**src/rtl/sdram_arbiter.sv**
```systemverilog
// Slot-based SDRAM arbiter: one owner (LDR, CPU, PPU or an idle refresh slot)
// per 16-clock memory slot, with CPU anti-starvation and forced refresh slots.
module sdram_arbiter #(
   parameter int unsigned REFRESH_INTERVAL = 32,
   parameter int unsigned STARVE_LIMIT     = 2,
   parameter int unsigned DATA_PHASE       = 9
) (
   input  logic        clk,
   input  logic        reset,
   input  logic        slot_start,
   input  logic        cpu_req,
   input  logic        cpu_we,
   input  logic [24:0] cpu_addr,
   input  logic [7:0]  cpu_din,
   output logic        cpu_ack,
   output logic [7:0]  cpu_dout,
   input  logic        ppu_req,
   input  logic [24:0] ppu_addr,
   output logic        ppu_ack,
   output logic [7:0]  ppu_dout,
   input  logic        ldr_req,
   input  logic [24:0] ldr_addr,
   input  logic [7:0]  ldr_din,
   output logic        ldr_ack,
   output logic [24:0] mem_addr,
   output logic [7:0]  mem_din,
   output logic        mem_we,
   output logic        mem_oeA,
   output logic        mem_oeB,
   input  logic [7:0]  mem_doutA,
   input  logic [7:0]  mem_doutB
);

   typedef enum logic [1:0] {OWN_IDLE, OWN_LDR, OWN_CPU, OWN_PPU} owner_t;

   owner_t      owner, owner_next;
   logic [3:0]  phase;
   logic [1:0]  cpu_wait;
   logic [5:0]  refresh_cnt;
   logic        cpu_write;
   logic        refresh_due;
   logic        data_edge;

   // Next-owner selection; only meaningful on a slot_start edge.
   always_comb begin
      owner_next  = owner;
      refresh_due = (refresh_cnt == 6'(REFRESH_INTERVAL - 1));
      data_edge   = !slot_start && (phase == 4'(DATA_PHASE - 1));
      if (slot_start) begin
         if (refresh_due)
            owner_next = OWN_IDLE;
         else if (ldr_req)
            owner_next = OWN_LDR;
         else if (cpu_req && (32'(cpu_wait) >= STARVE_LIMIT))
            owner_next = OWN_CPU;
         else if (ppu_req)
            owner_next = OWN_PPU;
         else if (cpu_req)
            owner_next = OWN_CPU;
         else
            owner_next = OWN_IDLE;
      end
   end

   // Owner, slot phase, starvation and refresh bookkeeping.
   always_ff @(posedge clk) begin
      if (reset) begin
         owner       <= OWN_IDLE;
         phase       <= 4'hF;
         cpu_wait    <= '0;
         refresh_cnt <= '0;
         cpu_write   <= 1'b0;
      end else begin
         owner <= owner_next;
         if (slot_start) begin
            phase     <= 4'd1;
            cpu_write <= cpu_we;
            if (cpu_req && owner_next != OWN_CPU)
               cpu_wait <= (cpu_wait == 2'b11) ? cpu_wait : cpu_wait + 2'd1;
            else
               cpu_wait <= '0;
            // Counts completed granted slots; an idle slot restarts the run.
            if (owner_next == OWN_IDLE)
               refresh_cnt <= '0;
            else if (owner != OWN_IDLE)
               refresh_cnt <= refresh_cnt + 6'd1;
         end else if (phase != 4'hF) begin
            phase <= phase + 4'd1;
         end
      end
   end

   // Registered command port, acks and read-data capture.
   always_ff @(posedge clk) begin
      if (reset) begin
         mem_we   <= 1'b0;
         mem_oeA  <= 1'b0;
         mem_oeB  <= 1'b0;
         mem_addr <= '0;
         mem_din  <= '0;
         cpu_ack  <= 1'b0;
         ppu_ack  <= 1'b0;
         ldr_ack  <= 1'b0;
         cpu_dout <= '0;
         ppu_dout <= '0;
      end else begin
         cpu_ack <= 1'b0;
         ppu_ack <= 1'b0;
         ldr_ack <= 1'b0;
         if (slot_start) begin
            mem_we  <= 1'b0;
            mem_oeA <= 1'b0;
            mem_oeB <= 1'b0;
            case (owner_next)
               OWN_LDR: begin
                  mem_we   <= 1'b1;
                  mem_addr <= ldr_addr;
                  mem_din  <= ldr_din;
               end
               OWN_CPU: begin
                  mem_addr <= cpu_addr;
                  if (cpu_we) begin
                     mem_we  <= 1'b1;
                     mem_din <= cpu_din;
                  end else begin
                     mem_oeA <= 1'b1;
                  end
               end
               OWN_PPU: begin
                  mem_oeB  <= 1'b1;
                  mem_addr <= ppu_addr;
               end
               default: ;
            endcase
         end else if (data_edge) begin
            case (owner)
               OWN_LDR: ldr_ack <= 1'b1;
               OWN_CPU: begin
                  cpu_ack <= 1'b1;
                  if (!cpu_write)
                     cpu_dout <= mem_doutA;
               end
               OWN_PPU: begin
                  ppu_ack  <= 1'b1;
                  ppu_dout <= mem_doutB;
               end
               default: ;
            endcase
         end
      end
   end

endmodule

```
**config.mk**
```make
export PLATFORM = sky130hd
export DESIGN_NAME = sdram_arbiter
export DESIGN_NICKNAME = d
export VERILOG_FILES = /design/src/rtl/sdram_arbiter.sv
export SDC_FILE = /design/constraint.sdc
export NUM_CORES = 1
export LEC_CHECK = 0
export BUFFER_PORTS_ARGS = -buffer_cell sky130_fd_sc_hd__buf_2
export CORE_MARGIN = 1.5
export CORE_UTILIZATION = 45
export CTS_CLUSTER_DIAMETER = 150
export DETAILED_ROUTE_END_ITERATION = 8
export PLACE_DENSITY = 0.79
export SLEW_MARGIN = 20
export SYNTH_ARGS = -nofsm -noshare
export SYNTH_HDL_FRONTEND = slang
export SYNTH_SLANG_ARGS = --single-unit
```
**constraint.sdc**
```tcl
create_clock -name clk -period 2.6 [get_ports clk]
set_input_delay 0.39 -clock clk [delete_from_list [all_inputs] [get_ports clk]]
set_output_delay 0.39 -clock clk [all_outputs]
set_load 0.03 [all_outputs]
```
==> metrics.csv <==
stage;metric;value;unit
timing;slew_viol_final;0;
cts;cts_buffer_depth;2;
layout;post_route_cells_drive_above_1_share;0.374;
critical_path;cpMostUsedCell;sky130_fd_sc_hd__ha_1;
critical_path;worst_ep_required_time;2850;ps
grt;grt_first_pass_wirelength;14200;um
critical_path;worst_case_register_to_register_setup_slack;210;ps
detailed_routing;route.detailed.drc;0;
yosys;ys_async_sr_fraction;0;
grt;antenna_found_initial;0;
layout;layout_common_cells;sky130_fd_sc_hd__buf_2 (167), sky130_fd_sc_hd__dfxtp_1 (70), sky130_fd_sc_hd__nand2b_1 (34);
placement;finalWeightedCongestion;0.872;
run_status;outcome;finished, final reports clean;
layout;nNetsFinal;646;
detailed_routing;route.final.wire_length;8710;um
grt;grt.total_usage;0.215;
critical_path;cp.arrival;2630;ps
run;maxCapViolCount;0;
grt;grt_pass1_vias;3071;
critical_path;max_stage_delay;410;ps
critical_path;timing.critical_path.from;cpu_wait[0]$_SDFFE_PP0P_;
pwr;power.share.switching;0.271;
cts;tritoncts.num_buffers;9;
detailed_routing;route.detailed.vias_per_inst;5.28;
die;fp.dieArea;8070;sq um
min_path;worstHoldPathType;in2reg;
timing;hold_ws;292;ps
detailed_routing;first_pass_iters;5;
yosys;syn_area;3390;sq um
grt;grt_start_max_net_pins;84;
detailed_routing;total_vias_in_the_final_route;3308;
critical_path;crit_slowest_cell;sky130_fd_sc_hd__a211oi_1;
timing;setup_total_negative_slack;0;ps
yosys;synth_enable_flop_cells;0;
critical_path;regToRegEndpoint;mem_addr[22]$_SDFFE_PP0P_;
critical_path;cp-end-kind;register;
critical_path;worst_path_dominant_cell_family;compound AO/OA/AOI/OAI gates;
yosys;synth_cells;368;
cts;cts.repair_timing.setup_buffer_count;0;
die;die_w;89.8;um
layout;area_growth;33.8;%
critical_path;path_class;reg2reg;
cts;cts.sink_count;70;
critical_path;cp_cell_sequence;inv_1 -> ha_1 -> o21ai_0 -> a21boi_1 -> a211oi_1 -> ha_1 -> buf_6 -> a22oi_1 -> a311oi_1;
timing;finClkSkew;11.7;ps
pwr;vdd_drop_max;0.265;mV
critical_path;critical_path_peak_fanout;26;
cts;cts_repair_resize_count;0;
pwr;combPwrFrac;0.196;
die;die_height;89.8;um
pwr;power.internal;2.06;mW
detailed_routing;route.antenna.remaining_nets;0;
critical_path;timing.critical_path.to;mem_addr[22]$_SDFFE_PP0P_;
layout;regArea;1400;sq um
die;core_region;7290;sq um
grt;globalRouteOverflowTotal;0;
cts;insertion_delay;350;ps
cts;cts_hold_repair.buffers;0;
layout;layout_commonest_cell;sky130_fd_sc_hd__buf_2;
timing;layout_min_cycle_time;2390;ps
detailed_routing;routedWlPerCell;13.9;um
pwr;share_of_total_power_in_the_clock_network;0.388;
cts;clkTransAtPathRegs;80;ps
cts;tritoncts_clock_tree;built;
yosys;synth_seq_area_share;0.413;
critical_path;logic_depth_of_the_worst_register_to_register_path;9;
yosys;postSynthRegisterBits;70;
critical_path;worstSetupPathDepth;9;
timing;timing.max_slew.rel_slack;0.517;
pwr;power_density_of_the_placed_cells;621;nW/um^2
pwr;power.sequential.fraction;0.416;
detailed_routing;drt_first_iter_violations;81;
timing;period_share;0.919;
placement;port-buffer-count;168;
layout;antennaDiodeCount;0;
timing;timing_worst_slew_pin_value;724;ps
yosys;yosys_most_used_dff;sky130_fd_sc_hd__dfxtp_1;
die;num_io_pins;169;
timing;maxClockFrequency;0.419;GHz
layout;fillers;659;
die;floorplan.initialDensity;0.465;
yosys;yosys_warnings;0;
pwr;power_dissipated_by_switching_net_loads;765;uW
timing;timing.final.setup_violations;0;
critical_path;critical_path_buf_inv_count;2;
cts;cts.root.buffer_cell;sky130_fd_sc_hd__clkbuf_8;
yosys;post_synth.cell_area_avg;9.22;sq um
timing;finalHoldViolCount;0;
die;fp-row-count;31;
layout;multi_input_area;1820;sq um
critical_path;worstSetupStartpointType;register;
timing;rsz0062_at_grt;false;
yosys;synth.net_count;492;
placement;hpwlAfterDp;6270;um
pwr;p_leak;2.08;nW
critical_path;rr_startpoint;cpu_wait[0]$_SDFFE_PP0P_;
yosys;synth.distinct_cells;49;
cts;htree_levels;3;
-- synth_stat cells (2+ instances only) --
master,count,area share
sky130_fd_sc_hd__buf_6,4,0.013
sky130_fd_sc_hd__buf_1,2,0.0022
sky130_fd_sc_hd__inv_1,4,0.0044
sky130_fd_sc_hd__and2_1,2,0.0037
sky130_fd_sc_hd__a21o_1,2,0.0044
sky130_fd_sc_hd__nand3b_1,2,0.0044
sky130_fd_sc_hd__nand2_1,33,0.037
sky130_fd_sc_hd__o21ai_0,4,0.0059
sky130_fd_sc_hd__nor2_1,31,0.034
sky130_fd_sc_hd__clkbuf_1,10,0.011
sky130_fd_sc_hd__nor3_1,2,0.0029
sky130_fd_sc_hd__dfxtp_1,70,0.41
sky130_fd_sc_hd__mux2i_1,28,0.083
sky130_fd_sc_hd__or3_1,4,0.0074
sky130_fd_sc_hd__a311oi_1,33,0.085
sky130_fd_sc_hd__a21oi_1,17,0.025
sky130_fd_sc_hd__nand3_1,5,0.0074
sky130_fd_sc_hd__buf_4,2,0.0044
sky130_fd_sc_hd__a22oi_1,25,0.055
sky130_fd_sc_hd__o21bai_1,3,0.0066
sky130_fd_sc_hd__o21ai_1,2,0.0029
sky130_fd_sc_hd__buf_2,13,0.019
sky130_fd_sc_hd__nor2b_1,2,0.0037
sky130_fd_sc_hd__ha_1,10,0.037
sky130_fd_sc_hd__nand2b_1,34,0.063
-- registers in the layout, indices dropped and copies added, names as in the netlist --
signal,cells
cpu_ack,1
cpu_dout,8
cpu_wait,2
cpu_write,1
ldr_ack,1
mem_addr,25
mem_din,8
mem_oeA,1
mem_oeB,1
mem_we,1
owner,2
phase,4
ppu_ack,1
ppu_dout,8
refresh_cnt,6
-- worst min-delay path: cells and delay by family --
| family | cells | cell delay (ps) |
|---|---|---|
| AOI/OAI and AO/OA | 1 | 60 |
| buffers and inverters | 1 | 100 |
| and+or+nand+nor | 1 | 40 |
-- metal layers --
| metal | wire length (um) | vias up | track usage | share of wire |
|---|---|---|---|---|
| met2 | 4110 | 134 | 0.346 | 0.47 |
| met3 | 616 | 12 | 0.0592 | 0.071 |
| met4 | 126 | 0 | 0.0926 | 0.014 |
| li1 | - | 1645 | - | - |
| met5 | 0 | - | 0 | 0 |
| met1 | 3860 | 1517 | 0.270 | 0.44 |
-- area by class of cell --
type	instances	share of cell area
Clock buffer	13	0.0350
Inverter	5	0.00413
Timing Repair Buffer	174	0.205
Sequential cell	70	0.309
Tap cell	99	0.0273
Multi-Input combinational cell	262	0.401
Clock inverter	3	0.0198
-- power groups by stage --
stage          clock network, mW  registers, mW  logic, mW
4_1_cts                     1.12           1.17      0.551
6_report                    1.10           1.17      0.552
3_3_place_gp                   0           1.20      0.537
3_5_place_dp                   0           1.20      0.550
2_1_floorplan                  0           1.29      0.258
5_1_grt                     1.16           1.18      0.604
-- kinds of logic after synthesis --
| kind of cell | Yosys count | share of synthesized area |
|---|---|---|
| DFF | 70 | 0.413 |
| AOI/OAI and AO/OA | 95 | 0.209 |
| muxes | 29 | 0.0859 |
| buffers and inverters | 36 | 0.0557 |
| and+or+nand+nor | 126 | 0.195 |
| xor gates and xnor gates | 2 | 0.00516 |
| adders and majority gates | 10 | 0.0369 |
-- worst min-delay path by stage --
stage	cells past startpoint	to	start
2_1_floorplan	2	cpu_write$_SDFFE_PP0P_	cpu_write$_SDFFE_PP0P_
3_3_place_gp	2	mem_oeA$_SDFFE_PP0P_	mem_oeA$_SDFFE_PP0P_
3_5_place_dp	2	mem_oeA$_SDFFE_PP0P_	mem_oeA$_SDFFE_PP0P_
4_1_cts	3	mem_addr[14]$_SDFFE_PP0P_	ldr_addr[14]
5_1_grt	3	cpu_dout[0]$_SDFFE_PP0P_	mem_doutA[0]
6_report	3	mem_addr[14]$_SDFFE_PP0P_	ldr_addr[14]
-- per-stage QoR --
stage	cell area, sq um	power (mW)	cells	setup WS, ps	util
3_5_place_dp	4280	1.75	610	214	0.587
4_1_cts	4530	2.84	626	172	0.621
6_report	4540	2.82	626	211	0.623
3_3_place_gp	4280	1.73	610	270	0.587
5_1_grt	4540	2.95	626	18.6	0.623
2_1_floorplan	3390	1.55	368	354	-
(Power assumes the default switching activity.)
